`config.mk`:
```
export PLATFORM = sky130hd
export DESIGN_NAME = tof_config_update_scheduler
export DESIGN_NICKNAME = d
export VERILOG_FILES = /design/src/rtl/tof_sched_pkg.sv /design/src/rtl/tof_sched_bram_port.sv /design/src/rtl/tof_config_update_scheduler.sv
export SDC_FILE = /design/constraint.sdc
export NUM_CORES = 1
export LEC_CHECK = 0
export ABC_AREA = 1
export CELL_PAD_IN_SITES_DETAIL_PLACEMENT = 1
export CELL_PAD_IN_SITES_GLOBAL_PLACEMENT = 1
export CORE_MARGIN = 8
export CORE_UTILIZATION = 32
export DETAILED_ROUTE_END_ITERATION = 10
export PLACE_DENSITY_LB_ADDON = 0.1
export SLEW_MARGIN = 15
export SYNTH_ARGS = -nofsm -noshare
export SYNTH_HDL_FRONTEND = slang
export SYNTH_SLANG_ARGS = --single-unit
```
`constraint.sdc`:
```
create_clock -name clk_i -period 1.57 [get_ports clk_i]
set_input_delay 0.2355 -clock clk_i [delete_from_list [all_inputs] [get_ports clk_i]]
set_output_delay 0.2355 -clock clk_i [all_outputs]
set_load 0.01 [all_outputs]
```
`src/rtl/tof_sched_pkg.sv`:
```
// Shared state encoding and constants for the TOF configuration update scheduler.
package tof_sched_pkg;

    localparam int DIRTY_BIT         = 15;
    localparam int ADDR_BITS_DEFAULT = 7;

    typedef enum logic [3:0] {
        S_IDLE,
        S_RD,
        S_RDW,
        S_ISSUE,
        S_VRD,
        S_VRW,
        S_WR,
        S_NEXT,
        S_DONE
    } state_e;

endpackage

```
`src/rtl/tof_sched_bram_port.sv`:
```
// Grant-based BRAM access port: holds a request until granted and flags the
// cycle in which read data is valid on the unregistered read port.
module tof_sched_bram_port #(
    parameter int ADDR_BITS = 7
) (
    input  logic                 clk_i,
    input  logic                 rst_i,
    input  logic                 req_i,
    input  logic                 req_wr_i,
    input  logic [ADDR_BITS-1:0] req_addr_i,
    input  logic [15:0]          req_dat_i,
    output logic                 gnt_o,
    output logic                 rd_vld_o,
    output logic [15:0]          rd_dat_o,
    output logic                 bram_en_o,
    output logic                 bram_wr_o,
    output logic [ADDR_BITS-1:0] bram_addr_o,
    output logic [15:0]          bram_dat_o,
    input  logic                 bram_gnt_i,
    input  logic [15:0]          bram_dat_i
);

    logic                 en_q, en_d;
    logic                 wr_q, wr_d;
    logic [ADDR_BITS-1:0] addr_q, addr_d;
    logic [15:0]          dat_q, dat_d;
    logic                 rd_vld_q, rd_vld_d;

    always_comb begin
        en_d     = en_q;
        wr_d     = wr_q;
        addr_d   = addr_q;
        dat_d    = dat_q;
        rd_vld_d = en_q && bram_gnt_i && !wr_q;
        if (req_i) begin
            en_d   = 1'b1;
            wr_d   = req_wr_i;
            addr_d = req_addr_i;
            dat_d  = req_dat_i;
        end else if (en_q && bram_gnt_i) begin
            en_d = 1'b0;
            wr_d = 1'b0;
        end
    end

    always_ff @(posedge clk_i) begin
        if (rst_i) begin
            en_q     <= 1'b0;
            wr_q     <= 1'b0;
            addr_q   <= '0;
            dat_q    <= '0;
            rd_vld_q <= 1'b0;
        end else begin
            en_q     <= en_d;
            wr_q     <= wr_d;
            addr_q   <= addr_d;
            dat_q    <= dat_d;
            rd_vld_q <= rd_vld_d;
        end
    end

    assign gnt_o       = en_q && bram_gnt_i;
    assign rd_vld_o    = rd_vld_q;
    assign rd_dat_o    = bram_dat_i;
    assign bram_en_o   = en_q;
    assign bram_wr_o   = wr_q;
    assign bram_addr_o = addr_q;
    assign bram_dat_o  = dat_q;

endmodule

```
`src/rtl/tof_config_update_scheduler.sv`:
```
// Walks the config region, issues dirty words to the I2C engine and clears the
// dirty bit by read-compare-write. Optional feature: TOF_SCHED_FORCE_ALL_EN.
module tof_config_update_scheduler
    import tof_sched_pkg::*;
#(
    parameter int ADDR_BITS  = ADDR_BITS_DEFAULT,
    parameter int FIRST_ADDR = 0,
    parameter int LAST_ADDR  = 127
) (
    input  logic                 clk_i,
    input  logic                 rst_i,
    input  logic                 update_i,
    output logic                 updating_o,
    output logic                 done_o,
    output logic [ADDR_BITS:0]   count_o,
    output logic                 bram_en_o,
    output logic                 bram_wr_o,
    output logic [ADDR_BITS-1:0] bram_addr_o,
    output logic [15:0]          bram_dat_o,
    input  logic                 bram_gnt_i,
    input  logic [15:0]          bram_dat_i,
    output logic                 cmd_valid_o,
    input  logic                 cmd_ready_i,
    output logic [ADDR_BITS-1:0] cmd_addr_o,
    output logic [14:0]          cmd_dat_o
`ifdef TOF_SCHED_FORCE_ALL_EN
    ,
    input  logic                 force_all_i
`endif
);

    localparam logic [ADDR_BITS-1:0] FIRST_A = ADDR_BITS'(FIRST_ADDR);
    localparam logic [ADDR_BITS-1:0] LAST_A  = ADDR_BITS'(LAST_ADDR);

    state_e               state_q, state_d;
    logic [ADDR_BITS-1:0] ptr_q, ptr_d;
    logic [ADDR_BITS:0]   cnt_q, cnt_d;
    logic [ADDR_BITS:0]   count_q, count_d;
    logic [15:0]          orig_q, orig_d;
    logic                 rescan_q, rescan_d;
    logic                 updating_q, updating_d;
    logic                 done_q, done_d;
    logic                 cmd_valid_q, cmd_valid_d;
    logic                 start;
    logic                 req, req_wr;
    logic [15:0]          req_dat;
    logic                 gnt, rd_vld;
    logic [15:0]          rd_dat;
    logic                 force_q;

`ifdef TOF_SCHED_FORCE_ALL_EN
    // Latest request's force flag applies to the next scan that starts.
    logic force_d, force_req_q, force_req_d;

    always_comb begin
        force_req_d = update_i ? force_all_i : force_req_q;
        force_d     = start ? force_req_d : force_q;
    end

    always_ff @(posedge clk_i) begin
        if (rst_i) begin
            force_q     <= 1'b0;
            force_req_q <= 1'b0;
        end else begin
            force_q     <= force_d;
            force_req_q <= force_req_d;
        end
    end
`else
    assign force_q = 1'b0;
`endif

    always_comb begin
        state_d  = state_q;
        ptr_d    = ptr_q;
        cnt_d    = cnt_q;
        count_d  = count_q;
        orig_d   = orig_q;
        rescan_d = rescan_q | (update_i && state_q != S_IDLE);
        start    = 1'b0;
        req      = 1'b0;
        req_wr   = 1'b0;
        req_dat  = '0;
        unique case (state_q)
            S_IDLE:  if (update_i || rescan_q) start = 1'b1;
            S_RD:    if (gnt) state_d = S_RDW;
            S_RDW: if (rd_vld) begin
                orig_d  = rd_dat;
                state_d = (rd_dat[DIRTY_BIT] || force_q) ? S_ISSUE : S_NEXT;
            end
            S_ISSUE: if (cmd_ready_i) begin
                cnt_d   = cnt_q + 1'b1;
                state_d = S_VRD;
                req     = 1'b1;
            end
            S_VRD:   if (gnt) state_d = S_VRW;
            // A mismatch means a host write raced us: keep its dirty bit, rescan.
            S_VRW: if (rd_vld) begin
                if (rd_dat != orig_q) begin
                    rescan_d = 1'b1;
                    state_d  = S_NEXT;
                end else if (orig_q[DIRTY_BIT]) begin
                    state_d = S_WR;
                    req     = 1'b1;
                    req_wr  = 1'b1;
                    req_dat = {1'b0, orig_q[DIRTY_BIT-1:0]};
                end else begin
                    state_d = S_NEXT;
                end
            end
            S_WR:    if (gnt) state_d = S_NEXT;
            S_NEXT: begin
                if (ptr_q == LAST_A) begin
                    state_d = S_DONE;
                    count_d = cnt_q;
                end else begin
                    ptr_d   = ptr_q + 1'b1;
                    state_d = S_RD;
                    req     = 1'b1;
                end
            end
            S_DONE: begin
                if (rescan_q || update_i) start = 1'b1;
                else state_d = S_IDLE;
            end
            default: state_d = S_IDLE;
        endcase
        if (start) begin
            ptr_d    = FIRST_A;
            cnt_d    = '0;
            rescan_d = 1'b0;
            state_d  = S_RD;
            req      = 1'b1;
        end
        updating_d  = (state_d != S_IDLE);
        done_d      = (state_d == S_DONE);
        cmd_valid_d = (state_d == S_ISSUE);
    end

    always_ff @(posedge clk_i) begin
        if (rst_i) begin
            state_q     <= S_IDLE;
            ptr_q       <= '0;
            cnt_q       <= '0;
            count_q     <= '0;
            orig_q      <= '0;
            rescan_q    <= 1'b0;
            updating_q  <= 1'b0;
            done_q      <= 1'b0;
            cmd_valid_q <= 1'b0;
        end else begin
            state_q     <= state_d;
            ptr_q       <= ptr_d;
            cnt_q       <= cnt_d;
            count_q     <= count_d;
            orig_q      <= orig_d;
            rescan_q    <= rescan_d;
            updating_q  <= updating_d;
            done_q      <= done_d;
            cmd_valid_q <= cmd_valid_d;
        end
    end

    tof_sched_bram_port #(.ADDR_BITS(ADDR_BITS)) u_port (
        .clk_i       (clk_i),
        .rst_i       (rst_i),
        .req_i       (req),
        .req_wr_i    (req_wr),
        .req_addr_i  (ptr_d),
        .req_dat_i   (req_dat),
        .gnt_o       (gnt),
        .rd_vld_o    (rd_vld),
        .rd_dat_o    (rd_dat),
        .bram_en_o   (bram_en_o),
        .bram_wr_o   (bram_wr_o),
        .bram_addr_o (bram_addr_o),
        .bram_dat_o  (bram_dat_o),
        .bram_gnt_i  (bram_gnt_i),
        .bram_dat_i  (bram_dat_i)
    );

    assign updating_o  = updating_q;
    assign done_o      = done_q;
    assign count_o     = count_q;
    assign cmd_valid_o = cmd_valid_q;
    assign cmd_addr_o  = ptr_q;
    assign cmd_dat_o   = orig_q[DIRTY_BIT-1:0];

endmodule

```
---- Yosys cells after proc, flatten, opt, wreduce, memory -nomap -nowiden ----
Cells that the tools add are included.
operators by class
  add/subtract/negate cells ............... 2
  eq/ne operators ......................... 12
  muxes and demuxes ....................... 36
  bitwise gates (word level) .............. 1
  reductions and logical operators ........ 14
operators with widths
  kind                 number
  $mux 15              4
  $mux 4               9
  $pmux 4 s9           1
  $mux 7               3
  $mux 1               17
  $eq 4x3->1 const B   4
  $ne 16x16->1         1
  $eq 4x2->1 const B   3
  $add 8x1->8 const B  1
  $eq 4x4->1 const B   2
  $reduce_bool 4->1    2
  $add 7x1->7 const B  1
  $eq 7x7->1 const B   1
  $reduce_and 2->1     3
  $eq 4x1->1 const B   1
  $logic_not 4->1      1
  $reduce_or 2->1      2
  $logic_and 1x1->1    3
  $mux 3               1
  $pmux 1 s3           1
  $reduce_bool 2->1    1
  $logic_not 1->1      1
  $logic_or 1x1->1     1
  $or 1x1->1           1
word-level totals
  bits in registers ....................... 73
  input bits .............................. 21
  output and inout bits ................... 58
  logic and storage cells ................. 79

---- Depth between registers and ports, before layout ----
Gate-level depths: netlist (run 1).
  depth after elaboration ................. 6
  mapped depth ............................ 12
  gate-level depth less buffers ........... 11

---- Hierarchy ----
From an unflattened synthesis (run 1), not the netlist that was laid out.
unflattened totals
  cells, all modules ...................... 505
  area total of the unflattened synthesis .. 3547.2 um2
modules (own cells, without submodules)
  module                       times used  cells an instance  area an instance (um2)  seq. area each (um2)
  tof_config_update_scheduler  1           375                2518.7                  940.9
  tof_sched_bram_port          1           130                1028.5                  520.5

---- Least setup slack after synthesis (run 1) ----
Ideal clock, no wire load.
  path kind ............................... reg-to-reg
  from .................................... reg ptr_q[0], in the netlist cmd_addr_o[0]
  to ...................................... reg u_port.dat_q[12], in the netlist u_port.bram_dat_o[12]
  library setup time ...................... 58 ps
  arrival time ............................ 1681 ps
  required time ........................... 1512 ps
  setup slack ............................. -169 ps
  stages on the path, launching flop included .. 11
  buffers on the path ..................... 1
  period minus slack after synthesis ...... 1739 ps
  cells stage by stage .................... dfxtp_1 > ha_1 > nand3_2 > nor2_4 > nor2_8 > nor3_4 > nand2_2 > nor2_4 > buf_6 > nand2_1 > nand2_1
on the way
  word-level cells in the longest chain between the ends .. 4
RTL lines
  element                 line                                text
  start, declared         tof_config_update_scheduler.sv:36   logic [ADDR_BITS-1:0] ptr_q, ptr_d;
  start signal, assigned  tof_config_update_scheduler.sv:153  ptr_q <= ptr_d;
  $eq 7x7->1              tof_config_update_scheduler.sv:113  if (ptr_q == LAST_A) begin
  $mux 1                  tof_config_update_scheduler.sv:113
  $pmux 1 s3              tof_config_update_scheduler.sv:84   unique case (state_q)
  $mux 1                  tof_config_update_scheduler.sv:128  if (start) begin
  end signal, assigned    tof_sched_bram_port.sv:57           dat_q <= dat_d;
  end, declared           tof_sched_bram_port.sv:26           logic [15:0] dat_q, dat_d;
Every way passes these cells.
A chain may end at the register's enable or synchronous reset.

---- Final worst setup path (run 1) ----
  from .................................... reg orig_q[2]
  to ...................................... reg u_port.wr_q, in the netlist u_port.bram_wr_o
on the way
  word-level cells in the longest chain between the ends .. 6
  elaborated cells between the ends (all ways) .. 8
  those cells by class .................... 1 x eq/ne; 6 x mux; 1 x reduce/logical
RTL lines
  element                                             line                                text
  start, declared                                     tof_config_update_scheduler.sv:39   logic [15:0] orig_q, orig_d;
  start signal, assigned                              tof_config_update_scheduler.sv:156  orig_q <= orig_d;
  $ne 16x16->1 (*)                                    tof_config_update_scheduler.sv:99   if (rd_dat != orig_q) begin
  $mux 1 (*)                                          tof_config_update_scheduler.sv:99
  $mux 1 (*)                                          tof_config_update_scheduler.sv:98   S_VRW: if (rd_vld) begin
  $pmux 1 s3                                          tof_config_update_scheduler.sv:84
  $mux 1                                              tof_config_update_scheduler.sv:128
  $mux 1 / $reduce_bool 2->1 (equally long branches)  --
  end signal, assigned                                tof_sched_bram_port.sv:55           wr_q <= wr_d;
  end, declared                                       tof_sched_bram_port.sv:24           logic wr_q, wr_d;
Mark *: on every way between the ends. The rest lies on a longest branch, timed or not.

==> results of run 1 <==
[layout make-up]
class	count	area, µm²
Clock buffer	10	127.6
Clock inverter	4	47.55
Fill cell	1268	5047
Inverter	49	193.9
Multi-Input combinational cell	320	1793
Sequential cell	72	1479
Tap cell	136	170.2
Timing Repair Buffer	153	1373
[per-stage QoR]
| stage | instance area (µm²) | utilization [%] | setup TNS (ns) | cells |
|---|---|---|---|---|
| final | 5184 | 50.67 | 0 | 744 |
| after global routing | 5184 | 50.67 | -2.347 | 744 |
| after CTS | 4938 | 48.27 | -0.1611 | 737 |
| after detailed placement | 4656 | 45.51 | -17.27 | 720 |
| after global placement | 4656 | 45.51 | -14.36 | 720 |
| after floorplan | 3366 | - | 0 | 467 |
[what timing repair did]
item                                    4_1_cts  5_1_grt
gates cloned                                  0        1
endpoints found under the setup margin       55       46
gates resized for setup                      71       68
hold buffers                                  0        0
buffers inserted                              3        7
pin swaps                                    23       30
[kinds of logic (layout without fill, tap and decap cells)]
group | after synthesis | after routing
simple gates | 242 | 242
buf+inv | 75 | 216
other cells | 1 | 1
xor+xnor | 7 | 7
fa+ha+maj | 2 | 2
compound gates | 68 | 68
flops | 72 | 72
[worst max-delay path, stage by stage, from the launching register on]
cell and delay, ns:
dfxtp_4 0.37, inv_2 0.04, nand2_2 0.05, nand2_2 0.06
nor2_4 0.13, nand2_2 0.07, nor2_4 0.15, nand4_4 0.16
nor2_4 0.21, buf_12 0.16, o21bai_1 0.10
[power groups by stage]
stage	clock [µW]	sequential, µW	combinational (µW)
final	1410	1870	490
after global routing	1530	1880	540
after CTS	1460	1880	472
after detailed placement	0	1920	461
after global placement	0	1920	450
after floorplan	0	1930	215
[layout by cell type, fill, tap and decap left out, types with 7 or more instances in the layout]
cell type	instances
a21oi_1	24
nand3_1	12
buf_6	7
nor2_1	57
nor2_2	9
nand2_2	23
o21ai_1	8
dfxtp_1	54
dfxtp_2	12
inv_1	40
clkdlybuf4s50_1	45
buf_4	66
dlygate4sd2_1	26
clkbuf_8	9
o21ai_0	23
nand2_1	96
nor2_4	8
[per-layer routing]
layer | GRT usage [%] | vias up
met4 | 5.524 | 0
met2 | 27.71 | 61
met1 | 17.72 | 1628
li1 | - | 1727
met3 | 3.522 | 10
met5 | 0 | -
[registers in the layout, summed over array words and instances (netlist names), 4 cells and up]
| register | cells |
|---|---|
| u_port.bram_dat_o | 15 |
| count_o | 8 |
| cmd_addr_o | 7 |
| orig_q | 16 |
| state_q | 4 |
| cnt_q | 8 |
| u_port.bram_addr_o | 7 |
[worst max path at each step]
stage	slack [ns]	endpoint
floorplan	0.008	u_port.bram_dat_o[12]
global placement	-0.54	u_port.bram_addr_o[4]
detailed placement	-0.65	u_port.bram_addr_o[4]
CTS	-0.04	u_port.bram_wr_o
global route	-0.13	u_port.bram_wr_o
finish	0.01	u_port.bram_wr_o
==> flow_summary_export.csv, run 1 <==
group,metric,value,unit
yosys,synth_xor_area_share,1.837,%
setup_path,worstSetupPathType,"flip-flop to flip-flop",
routing,drt-initial-drc-count,84,
power,p_int,2799,µW
floorplanning,die_h,118.1,µm
power,power.share.combinational,13.0,%
global_route,antenna_found_initial,0,
yosys,syn-num-nets,490,
sta,final_hold_viol_count,0,
sta,hold-worst-slack,0.2342,ns
clock_network,cts_buffers,9,
flow_run,maxCapViolCount,0,
routing,wl_met2,5.561,mm
sta,post-route-period-util,99.39,%
yosys,synthMuxAreaShare,0,%
yosys,synth_top_family_by_area,"simple AND/OR/NAND/NOR gates",
sta,rsz0062_at_grt,"yes",
routing,drtAntennaViolNets,0,
power,p_leak,0.002479,µW
yosys,yosys_warnings,0,
sta,finalClockSkew,0.009686,ns
yosys,postSynthCellCount,467,
setup_path,required,1.85,ns
clock_network,cts_htree_levels,3,
routing,drtPass1Iterations,4,
placed_design,pre_cts_ws,-0.6549,ns
setup_path,critical_path_peak_fanout,7,
floorplanning,rows,37,
placed_design,portBuffers,77,
setup_path,ff2ff_path_depth,10,
setup_path,cp.arrival,1.84,ns
global_route,grt_max_degree,25,
yosys,synth_compound_area_share,10.91,%
floorplanning,die_area,13960,µm²
power,switching_share,25.84,%
power,p_clk_share,37.4,%
routing,vias_per_cell,4.605,
setup_path,startpoint_type,"flip-flop",
routing,m1WireLength,4.626,mm
setup_path,reg2reg_slack,0.01,ns
power,switching_power,975.1,µW
yosys,synth_top_area_share,43.18,%
power,p_seq_share,49.6,%
routing,routedWlPerCell,14.56,µm
yosys,synthAdderAreaFrac,0.7496,%
power,powerDensity,728.1,nW/µm²
run_status,status,"completed",
yosys,async_reset_ff_share,0,%
worst_hold_path,hold_end,"orig_q[13]",
clock_network,path_clk_slew,0.08,ns
yosys,synth.most_common_cell,"nand2_1",
worst_hold_path,hold_path_class,"primary input to flip-flop",
floorplanning,pin_count,79,
clock_network,clock_latency,0.35,ns
routing,vias,3426,
clock_network,cts_tree,"yes",
setup_path,cp-startpoint,"orig_q[2]",
cells_and_area,drive_above_1_share,30.43,%
yosys,synth_ff_type,"dfxtp_1",
routing,post-route-drc-count,0,
routing,met3_length,504,µm
floorplanning,die_w,118.1,µm
sta,max_freq,640.8,MHz
power,ir_worst_vdd,367.8,µV
global_route,grt_remaining_overflow,0,
setup_path,r2r-start,"orig_q[2]",
floorplanning,core_area,10230,µm²
global_route,grt.total_usage,15.50,%
placed_design,gp_congestion,0.7918,
sta,setup_ws,0.009540,ns
yosys,ys_seq_area_share,43.18,%
cells_and_area,area.growth.synth_to_final,55.28,%
sta,drv_slew,0,
cells_and_area,diodes,0,
routing,routed_wl,10.83,mm
clock_network,clkSinkCount,72,
sta,min_period,1.560,ns
yosys,synthTopCellsByArea,"dfxtp_1 (43%), nand2_1 (14%), nor2_1 (7.6%)",
worst_hold_path,whs_path_depth,3,
clock_network,clockBufferDepth,2,
cells_and_area,layout.nets,628,
yosys,synth_top_cell_by_area,"dfxtp_1",
floorplanning,start_util,32.63,%
placed_design,hpwl,8.052,mm
yosys,synth-seq-cells,72,
yosys,synth_cell_types,38,
global_route,grt_pass1_vias,3680,
setup_path,reg2reg_to,"u_port.bram_wr_o",
sta,finalSetupViolCount,0,
power,power,3774,µW
yosys,syn_area,3338,µm²
yosys,syn_avg_cell_area,7.148,µm²
routing,maxUsedRoutingLayer,"met4",
yosys,synth_simple_gate_area_share,32.50,%
worst_hold_path,worst_hold_startpoint,"bram_dat_i[13]",
setup_path,cp-end-kind,"flip-flop",
global_route,grt_pass1_wl,17.87,mm
yosys,synth-edff-count,0,
clock_network,cts_root_buf,"clkbuf_8",
yosys,synthTopCellsByCount,"nand2_1 (123), dfxtp_1 (72), nor2_1 (68)",
Power figures use the tool's default switching activity.
==> inputs of run 2 (changes only) <==
Settings changed: CTS_CLUSTER_DIAMETER from default to 80.
==> results of run 2 <==
Same layout as run 1: the final DEF is identical, and so are final timing and power.
==> inputs of run 3 (changes only) <==
Settings changed: CORE_UTILIZATION 32 to 33, CTS_BUF_LIST from default to sky130_fd_sc_hd__clkbuf_2.
==> run 3 against run 2 <==
The run now ends with setup timing left. Setup slack lost 0.14 ns. Largest power group unchanged. Combinational power grew 15%. Utilization grew 3.7 points. Via count grew 4.3%. Register-to-register slack lost 0.14 ns. Largest cell class unchanged. Critical path type unchanged.
==> flow_summary_export.csv, run 3 (synthesis results as in run 1) <==
group,metric,value,unit
run_status,status,"finished with violations",
run_status,violations,"setup timing",
floorplanning,rows,36,
cells_and_area,fill_cells,1281,
clock_network,cts_tree,"yes",
placed_design,hpwl,7.970,mm
sta,min_period,1.701,ns
power,p_leak,0.002630,µW
clock_network,clock_latency,0.53,ns
cells_and_area,final_cell_mix,"nand2_1 (94), buf_4 (75), nor2_1 (57), inv_1 (37), dfxtp_2 (36)",
worst_hold_path,hold_path_class,"primary input to flip-flop",
placed_design,pre_cts_ws,-0.5564,ns
cells_and_area,layout.nets,650,
setup_path,startpoint_type,"flip-flop",
cells_and_area,largest_reg_flops,16,
routing,vias_per_cell,4.679,
clock_network,path_clk_slew,0.20,ns
global_route,grt_pass1_wl,18.44,mm
setup_path,critical_path_peak_fanout,7,
clock_network,cts_root_buf,"clkbuf_2",
global_route,grt_remaining_overflow,0,
setup_path,worstSetupPathType,"flip-flop to flip-flop",
sta,drv_slew,0,
cells_and_area,top_register,"orig_q",
setup_path,ff2ff_path_depth,10,
power,powerDensity,626.1,nW/µm²
routing,routedWlPerCell,15.85,µm
clock_network,clockBufferDepth,2,
flow_run,maxCapViolCount,0,
routing,post-route-drc-count,0,
sta,setup-tns-final,-2.383,ns
floorplanning,start_util,34.00,%
sta,rsz0062_at_grt,"yes",
sta,finalSetupViolCount,24,
global_route,grt_max_degree,25,
worst_hold_path,whs_path_depth,3,
setup_path,reg2reg_to,"u_port.bram_dat_o[9]",
worst_hold_path,hold_end,"orig_q[3]",
floorplanning,die_area,13590,µm²
clock_network,cts_buffers,9,
cells_and_area,regArea,1505,µm²
power,ir_worst_vdd,354.0,µV
clock_network,clkSinkCount,72,
routing,routed_wl,12.11,mm
placed_design,gp_congestion,0.8109,
floorplanning,die_h,116.6,µm
setup_path,reg2reg_slack,-0.13,ns
setup_path,r2r-start,"cmd_addr_o[0]",
global_route,grt.total_usage,17.63,%
routing,drtAntennaViolNets,0,
worst_hold_path,worst_hold_startpoint,"bram_dat_i[3]",
sta,finalClockSkew,0.03537,ns
clock_network,cts_hold_buf,0,
cells_and_area,diodes,0,
routing,vias,3575,
floorplanning,die_w,116.6,µm
sta,max_freq,587.7,MHz
cells_and_area,drive_above_1_share,42.16,%
cells_and_area,multi_input_area,1876,µm²
sta,setup_ws,-0.1315,ns
clock_network,cts_htree_levels,3,
floorplanning,pin_count,79,
sta,final_hold_viol_count,0,
placed_design,portBuffers,77,
routing,drt-initial-drc-count,119,
cells_and_area,area.growth.synth_to_final,59.78,%
cells_and_area,final_common_cell,"nand2_1",
floorplanning,core_area,9819,µm²
sta,post-route-period-util,108.4,%
routing,drtPass1Iterations,4,
setup_path,cp.arrival,2.19,ns
setup_path,required,2.05,ns
setup_path,cp-end-kind,"flip-flop",
global_route,grt_pass1_vias,3765,
global_route,antenna_found_initial,0,
-- run 3: worst max-delay path by stage --
| stage | start | endpoint | slack (ns) | cells past startpoint |
|---|---|---|---|---|
| 6_report | cmd_addr_o[0] | u_port.bram_dat_o[9] | -0.13 | 10 |
| 5_1_grt | cmd_addr_o[0] | u_port.bram_dat_o[11] | -0.21 | 10 |
| 4_1_cts | cmd_addr_o[0] | u_port.bram_dat_o[1] | -0.13 | 10 |
| 3_5_place_dp | bram_dat_i[2] | u_port.bram_addr_o[4] | -0.56 | 11 |
| 3_3_place_gp | bram_dat_i[2] | u_port.bram_addr_o[2] | -0.51 | 11 |
| 2_1_floorplan | cmd_addr_o[0] | u_port.bram_dat_o[12] | 0.008 | 10 |
-- run 3: timing repair --
item / 4_1_cts / 5_1_grt
resized for setup: 175 / 114
pin swaps: 26 / 27
setup buffers: 21 / 14
endpoints found under the setup margin: 100 / 73
cloned: 3 / 3
-- run 3: cell type report --
| cell class | count | area share, % |
|---|---|---|
| flip-flops and latches | 72 | 28.22 |
| well taps | 133 | 3.120 |
| clock inverters | 4 | 0.4222 |
| multi-input cells | 320 | 35.16 |
| inverters | 49 | 3.730 |
| repair buffers | 175 | 28.31 |
| clock buffers | 11 | 1.032 |
-- run 3: where the power goes --
group	internal, µW	leakage [µW]	switching, µW	total, µW
registers	1860	0.000604	21.8	1880
clock network	206	0.0000592	691	897
logic	272	0.00197	291	563
total	2340	0.00263	1000	3340
-- run 3: metal layers --
layer	part of all wire, %	vias to the layer above	GRT usage, %
met1	40	1725	18.71
met4	1.6	0	6.655
li1	-	1782	-
met5	0	-	0
met3	3.5	14	3.568
met2	55	54	33.44
-- run 3: critical path, stage by stage (launching register included) --
cell and delay, ns:
dfxtp_4 0.40, ha_4 0.14, nand3_4 0.07, nor2_4 0.19
nor2_8 0.07, nor3_4 0.20, nand2_4 0.09, nor2_4 0.19
clkbuf_16 0.20, nand2_2 0.05, nand2_1 0.04
-- run 3: through the flow --
step	hold WS, ns	power [µW]	instance area [µm²]	util, %	cells
2_1_floorplan	0.3196	2144	3366	-	467
3_3_place_gp	0.4269	2358	4587	46.71	710
3_5_place_dp	0.4334	2370	4587	46.71	710
4_1_cts	0.3250	3341	5050	51.43	749
5_1_grt	0.3026	3518	5334	54.32	764
6_report	0.3521	3340	5334	54.32	764
==> patch 1 (config.mk and constraints of run 2) <==
Add a define of `TOF_SCHED_FORCE_ALL_EN`.
--- a/src/rtl/tof_config_update_scheduler.sv
+++ b/src/rtl/tof_config_update_scheduler.sv
@@ -1,5 +1,7 @@
 // Walks the config region, issues dirty words to the I2C engine and clears the
 // dirty bit by read-compare-write. Optional feature: TOF_SCHED_FORCE_ALL_EN.
+`define TOF_SCHED_FORCE_ALL_EN
+
 module tof_config_update_scheduler
     import tof_sched_pkg::*;
 #(
Interface: changed (added force_all_i); port bits go from 79 to 80. No check against the original RTL was run, so the function may have changed too.
==> patch 1 against run 2 <==
- the run now ends with setup timing left
- wire length is 13% higher
- setup slack worse by 0.027 ns
- global-route usage is 1.2 points higher
- design area is 2.8% higher
- sequential cell count is 2 higher
- die area is 6.3% higher
- sequential power is 3% higher
- critical path type is now input port to flop
- largest cell class unchanged
- area after synthesis is 7.3% higher
- non-clock buffer count is 1 higher
- cell count is 1.9% higher
- via count is 6.9% higher
- clock skew is 0.0030 ns lower
- total power is 4.1% higher
- utilization is 1.7 points lower
==> patch 1: results (changes against run 2) <==
* Status: finished, violations left (was finished clean)
* Failing checks: setup timing
* Combinational Power Share at 10.3% (was 13.0%)
* PortBufs at 78 (was 77)
* H-tree depth at 3 (unchanged)
* Worst endpoint data arrival time at 1.87 ns (was 1.84 ns)
* Power density cells at 738 nW/um^2 (was 728 nW/um^2)
* Pre-CTS setup slack at -0.552 ns (was -0.655 ns)
* DP Area at 4830 um^2 (was 4660 um^2)
* Synth Area in Compound Gates at 12.8% (was 10.9%)
* Setup violators final at 1 (was 0)
* Distinct cells, synth at 41 (was 38)
* Register area share after synthesis at 41.4% (was 43.2%)
* 1st-iter DRT viols at 142 (was 84)
* Layout Skew at 0.00671 ns (was 0.00969 ns)
* Slowest stage delay, CP at 0.48 ns (was 0.37 ns)
* Synth top area cells: dfxtp_1 (41%), nand2_1 (7.6%), nand4_1 (6.8%), a21oi_1 (6.3%), nor2_1 (6.2%) (was dfxtp_1 (43%), nand2_1 (14%), nor2_1 (7.6%), inv_1 (4.7%), o21ai_0 (4.5%))
* First-pass GRT wire length at 19,800 um (was 17,900 um)
* Antenna Diode Count at 0 (unchanged)
* Grt met3 use at 3.33% (was 3.52%)
* Share of async-settable or async-resettable flops after synthesis at 0% (unchanged)
* Grt met1 use at 18.8% (was 17.7%)
* Setup TNS at -0.0180 ns (was 0 ns)
* XOR/XNOR share of the synthesized area at 1.71% (was 1.84%)
* Synthesized area per cell at 7.45 um^2 (was 7.15 um^2)
* NumNets Final at 638 (was 628)
* Post-synth top cells: dfxtp_1 (74), nand2_1 (73), nor2_1 (59) (was nand2_1 (123), dfxtp_1 (72), nor2_1 (68))
* Inst Count DP at 733 (was 720)
* Avg Vias per Cell at 4.83 (was 4.60)
* Peak supply drop at 0.000432 V (was 0.000368 V)
* Share of cells above drive strength 1 at 26.5% (was 30.4%)
* DRT met1 WL at 5100 um (was 4630 um)
* Wire per inst at 16.1 um (was 14.6 um)
* PnR worst setup slack at -0.0180 ns (was 0.00954 ns)
* Slowest CP cell: clkdlybuf4s50_1 (was dfxtp_4)
* Synth Area in Adders at 0.699% (was 0.750%)
* Vias at 3,662 (was 3,426)
* Post-DP HPWL at 9160 um (was 8050 um)
* Leakage at 2.45 nW (was 2.48 nW)
* Met2 Routed Length at 6470 um (was 5560 um)
* Met2 usage at 30.3% (was 27.7%)
* Highest metal used: met4 (unchanged)
* Pint at 2.96 mW (was 2.80 mW)
* Synth Net Count at 505 (was 490)
* Met3 Routed Length at 480 um (was 504 um)
* Number of detailed-route iterations in the first pass at 5 (was 4)
* Gp weighted congestion at 0.852 (was 0.792)
* Vias in the first global route at 3,944 (was 3,680)
* Global Route Usage Sum at 16.7% (was 15.5%)
* Clock group at 1.60 mW (was 1.41 mW)
[patch 1: area by class of cell]
type	instances	area [um^2]
Timing Repair Buffer	154	1420
Clock inverter	6	82.6
Sequential cell	74	1510
Multi-Input combinational cell	314	1770
Timing Repair inverter	1	6.26
Clock buffer	9	124
Tap cell	140	175
Inverter	60	238
Fill cell	1346	5560
[patch 1: worst paths after layout]
| check | startpoint | to | slack [ns] | cells after the start |
|---|---|---|---|---|
| max | bram_dat_i[7] | u_port.bram_addr_o[0] | -0.02 | 12 |
| min | bram_dat_i[2] | orig_q[2] | 0.18 | 3 |
| max reg2reg | orig_q[3] | u_port.bram_addr_o[0] | 0 | 11 |
| min reg2reg | u_port.bram_wr_o | u_port.rd_vld_o | 0.47 | 1 |
[patch 1: what timing repair did]
action | 4_1_cts | 5_1_grt
cloned | 2 | 2
setup buffers | 1 | 5
setup endpoints to repair | 46 | 38
resized for setup | 52 | 40
pin swaps | 7 | 21
==> patch 2 (config.mk and constraints of run 2) <==
Without the edit above. Encoding of `state_e`: now one-hot (9 bits for 9 states).
--- a/src/rtl/tof_sched_pkg.sv
+++ b/src/rtl/tof_sched_pkg.sv
@@ -4,16 +4,16 @@
     localparam int DIRTY_BIT         = 15;
     localparam int ADDR_BITS_DEFAULT = 7;
 
-    typedef enum logic [3:0] {
-        S_IDLE,
-        S_RD,
-        S_RDW,
-        S_ISSUE,
-        S_VRD,
-        S_VRW,
-        S_WR,
-        S_NEXT,
-        S_DONE
+    typedef enum logic [8:0] {
+        S_IDLE  = 9'b000000001,
+        S_RD    = 9'b000000010,
+        S_RDW   = 9'b000000100,
+        S_ISSUE = 9'b000001000,
+        S_VRD   = 9'b000010000,
+        S_VRW   = 9'b000100000,
+        S_WR    = 9'b001000000,
+        S_NEXT  = 9'b010000000,
+        S_DONE  = 9'b100000000
     } state_e;
 
 endpackage
Check against the original RTL: same outputs for any inputs over 10 cycles, from zero or initial values and one cycle with rst_i high; not proved beyond that.
==> patch 2 against run 2 <==
- the flow now finishes with violations (setup timing)
- area after synthesis up 12%
- sequential cell count rose by 5
- sequential share of layout area is 3.2 points lower
- clock power increased by 37%
- total power rose by 19%
- setup slack worse by 0.14 ns
- design area increased by 20%
- maximum frequency is 8.0% lower
- wire length up 33%
- combinational power rose by 19%
- cell count rose by 13%
- largest power group unchanged
- highest routed layer unchanged
==> patch 2: results (changes against run 2) <==
* Antenna Diode Count at 0 (unchanged)
* Register area share after synthesis at 41.1% (was 43.2%)
* Pre-CTS setup slack at -0.617 ns (was -0.655 ns)
* Status: finished, violations left (was finished clean)
* Synth top area cells: dfxtp_1 (41%), nand2_1 (8.6%), nor2_1 (6.7%), a21oi_1 (5.7%), inv_1 (5.6%) (was dfxtp_1 (43%), nand2_1 (14%), nor2_1 (7.6%), inv_1 (4.7%), o21ai_0 (4.5%))
* First-pass GRT wire length at 22,100 um (was 17,900 um)
* Number of detailed-route iterations in the first pass at 4 (unchanged)
* Synth Net Count at 544 (was 490)
* Share of cells above drive strength 1 at 34.8% (was 30.4%)
* Fillers at 1,408 (was 1,268)
* Vias in the first global route at 4,473 (was 3,680)
* Post-DP HPWL at 9730 um (was 8050 um)
* Setup violators final at 39 (was 0)
* Largest net degree at the start of global routing at 28 (was 25)
* Worst skew pair latency at approximately 0.34 ns
* Gp weighted congestion at 0.848 (was 0.792)
* Met3 Routed Length at 606 um (was 504 um)
* Failing checks: setup timing
* Met2 Routed Length at 7410 um (was 5560 um)
* Global Route Usage Sum at 17.0% (was 15.5%)
* Inst Count DP at 797 (was 720)
* Initial antenna violation count at 0 (unchanged)
* Layout Skew at 0.00681 ns (was 0.00969 ns)
* Post-synth top cells: nand2_1 (86), dfxtp_1 (77), nor2_1 (67) (was nand2_1 (123), dfxtp_1 (72), nor2_1 (68))
* PnR worst setup slack at -0.126 ns (was 0.00954 ns)
* WL final at 14,400 um (was 10,800 um)
* Distinct cells, synth at 38 (unchanged)
* Largest Register: orig_q (unchanged)
* Vias at 4,121 (was 3,426)
* Ys Warns at 0 (unchanged)
* Final cell count without fillers at 842 (was 744)
* Cells after Synth at 521 (was 467)
* CTS clk-pin slew, worst paths at 0.06 ns (was 0.08 ns)
* Worst endpoint data arrival time at 1.97 ns (was 1.84 ns)
* 1st-iter DRT viols at 179 (was 84)
* Leakage at 2.80 nW (was 2.48 nW)
* CTS Root Cell: clkbuf_16 (was clkbuf_8)
* Highest metal used: met4 (unchanged)
* Peak supply drop at 0.000574 V (was 0.000368 V)
* H-tree depth at 3 (unchanged)
* NumNets Final at 717 (was 628)
* Yosys top cell area share at 41.1% (was 43.2%)
* DRT met1 WL at 6120 um (was 4630 um)
## patch 2: cell count changes in the layout (fill, tap and decap cells not counted), sizes merged, moves of 4 or more
cell,run 2,this run
buf,76,116
nand2,125,93
nand3,17,37
nand4,5,24
inv,48,64
a21oi,28,43
dlygate4sd2,26,16
clkdlybuf4s50,45,52
dfxtp,72,77
clkbuf,10,14
## patch 2: what timing repair did
| action | 4_1_cts | 5_1_grt |
|---|---|---|
| setup endpoints to repair | 79 | 73 |
| gates resized for setup | 73 | 76 |
| buffers inserted | 9 | 14 |
| gates cloned | 1 | 5 |
| pin swaps | 32 | 33 |
## patch 2: path summary, 6_finish.rpt
path                          from                     to  slack, ns  cells past startpoint
min reg2reg  u_port.bram_addr_o[1]  u_port.bram_addr_o[1]       0.48                      2
max reg2reg              orig_q[2]   u_port.bram_dat_o[3]      -0.13                     11
min                 bram_dat_i[13]             orig_q[13]       0.28                      4
max                      orig_q[2]   u_port.bram_dat_o[3]      -0.13                     11
## patch 2: cells by family (layout without fill, tap and decap cells)
group                    after synthesis  after routing  share of synthesized area [%]
other                                  1              1                         0.0999
adder cells (fa/ha/maj)                2              2                          0.667
buffers and inverters                100            278                           12.6
AO/OA/AOI/OAI                         84             84                           11.6
AND/OR/NAND/NOR                      247            247                           31.6
flip-flops                            77             77                           41.1
XOR/XNOR                              10             10                           2.33
## patch 2: per-stage QoR
step	power, mW	TNS (ns)	util (%)	cell area (um^2)
floorplan	2.29	-0.000104	-	3760
global placement	2.55	-13.29	45.7	5220
detailed placement	2.57	-17.29	45.7	5220
CTS	4.53	-0.731	49.9	5700
global route	4.68	-7.68	54.3	6200
finish	4.51	-2.88	54.3	6200
## patch 2: per-layer routing
layer | GRT usage (%) | up-vias
li1 | - | 2027
met1 | 19.0 | 2001
met2 | 31.0 | 76
met3 | 4.34 | 17
met4 | 4.89 | 0
met5 | 0 | -
## patch 2: worst max-delay path, cell delays in order, from the launching register on
cell and delay [ns]:
dfxtp_2 0.36, inv_1 0.05, nand2_1 0.07, nand2_1 0.08, nor2_2 0.16, nand2_2 0.08
nor2_4 0.15, nand2_2 0.11, nor2_4 0.16, clkbuf_16 0.18, nand3_1 0.07, a21oi_1 0.14
## patch 2: layout make-up
| class | instances | share of cell area (%) |
|---|---|---|
| multi-input combinational | 344 | 33.2 |
| timing repair buffer | 197 | 30.0 |
| sequential | 77 | 25.4 |
| inverter | 65 | 4.22 |
| clock buffer | 10 | 3.69 |
| tap | 143 | 2.88 |
| clock inverter | 6 | 0.646 |
## patch 2: where the power goes
group          internal, mW  switching, mW  leakage (nW)
clock network          1.07          0.863         0.132
logic                 0.264          0.321          2.04
registers              1.98         0.0170         0.632
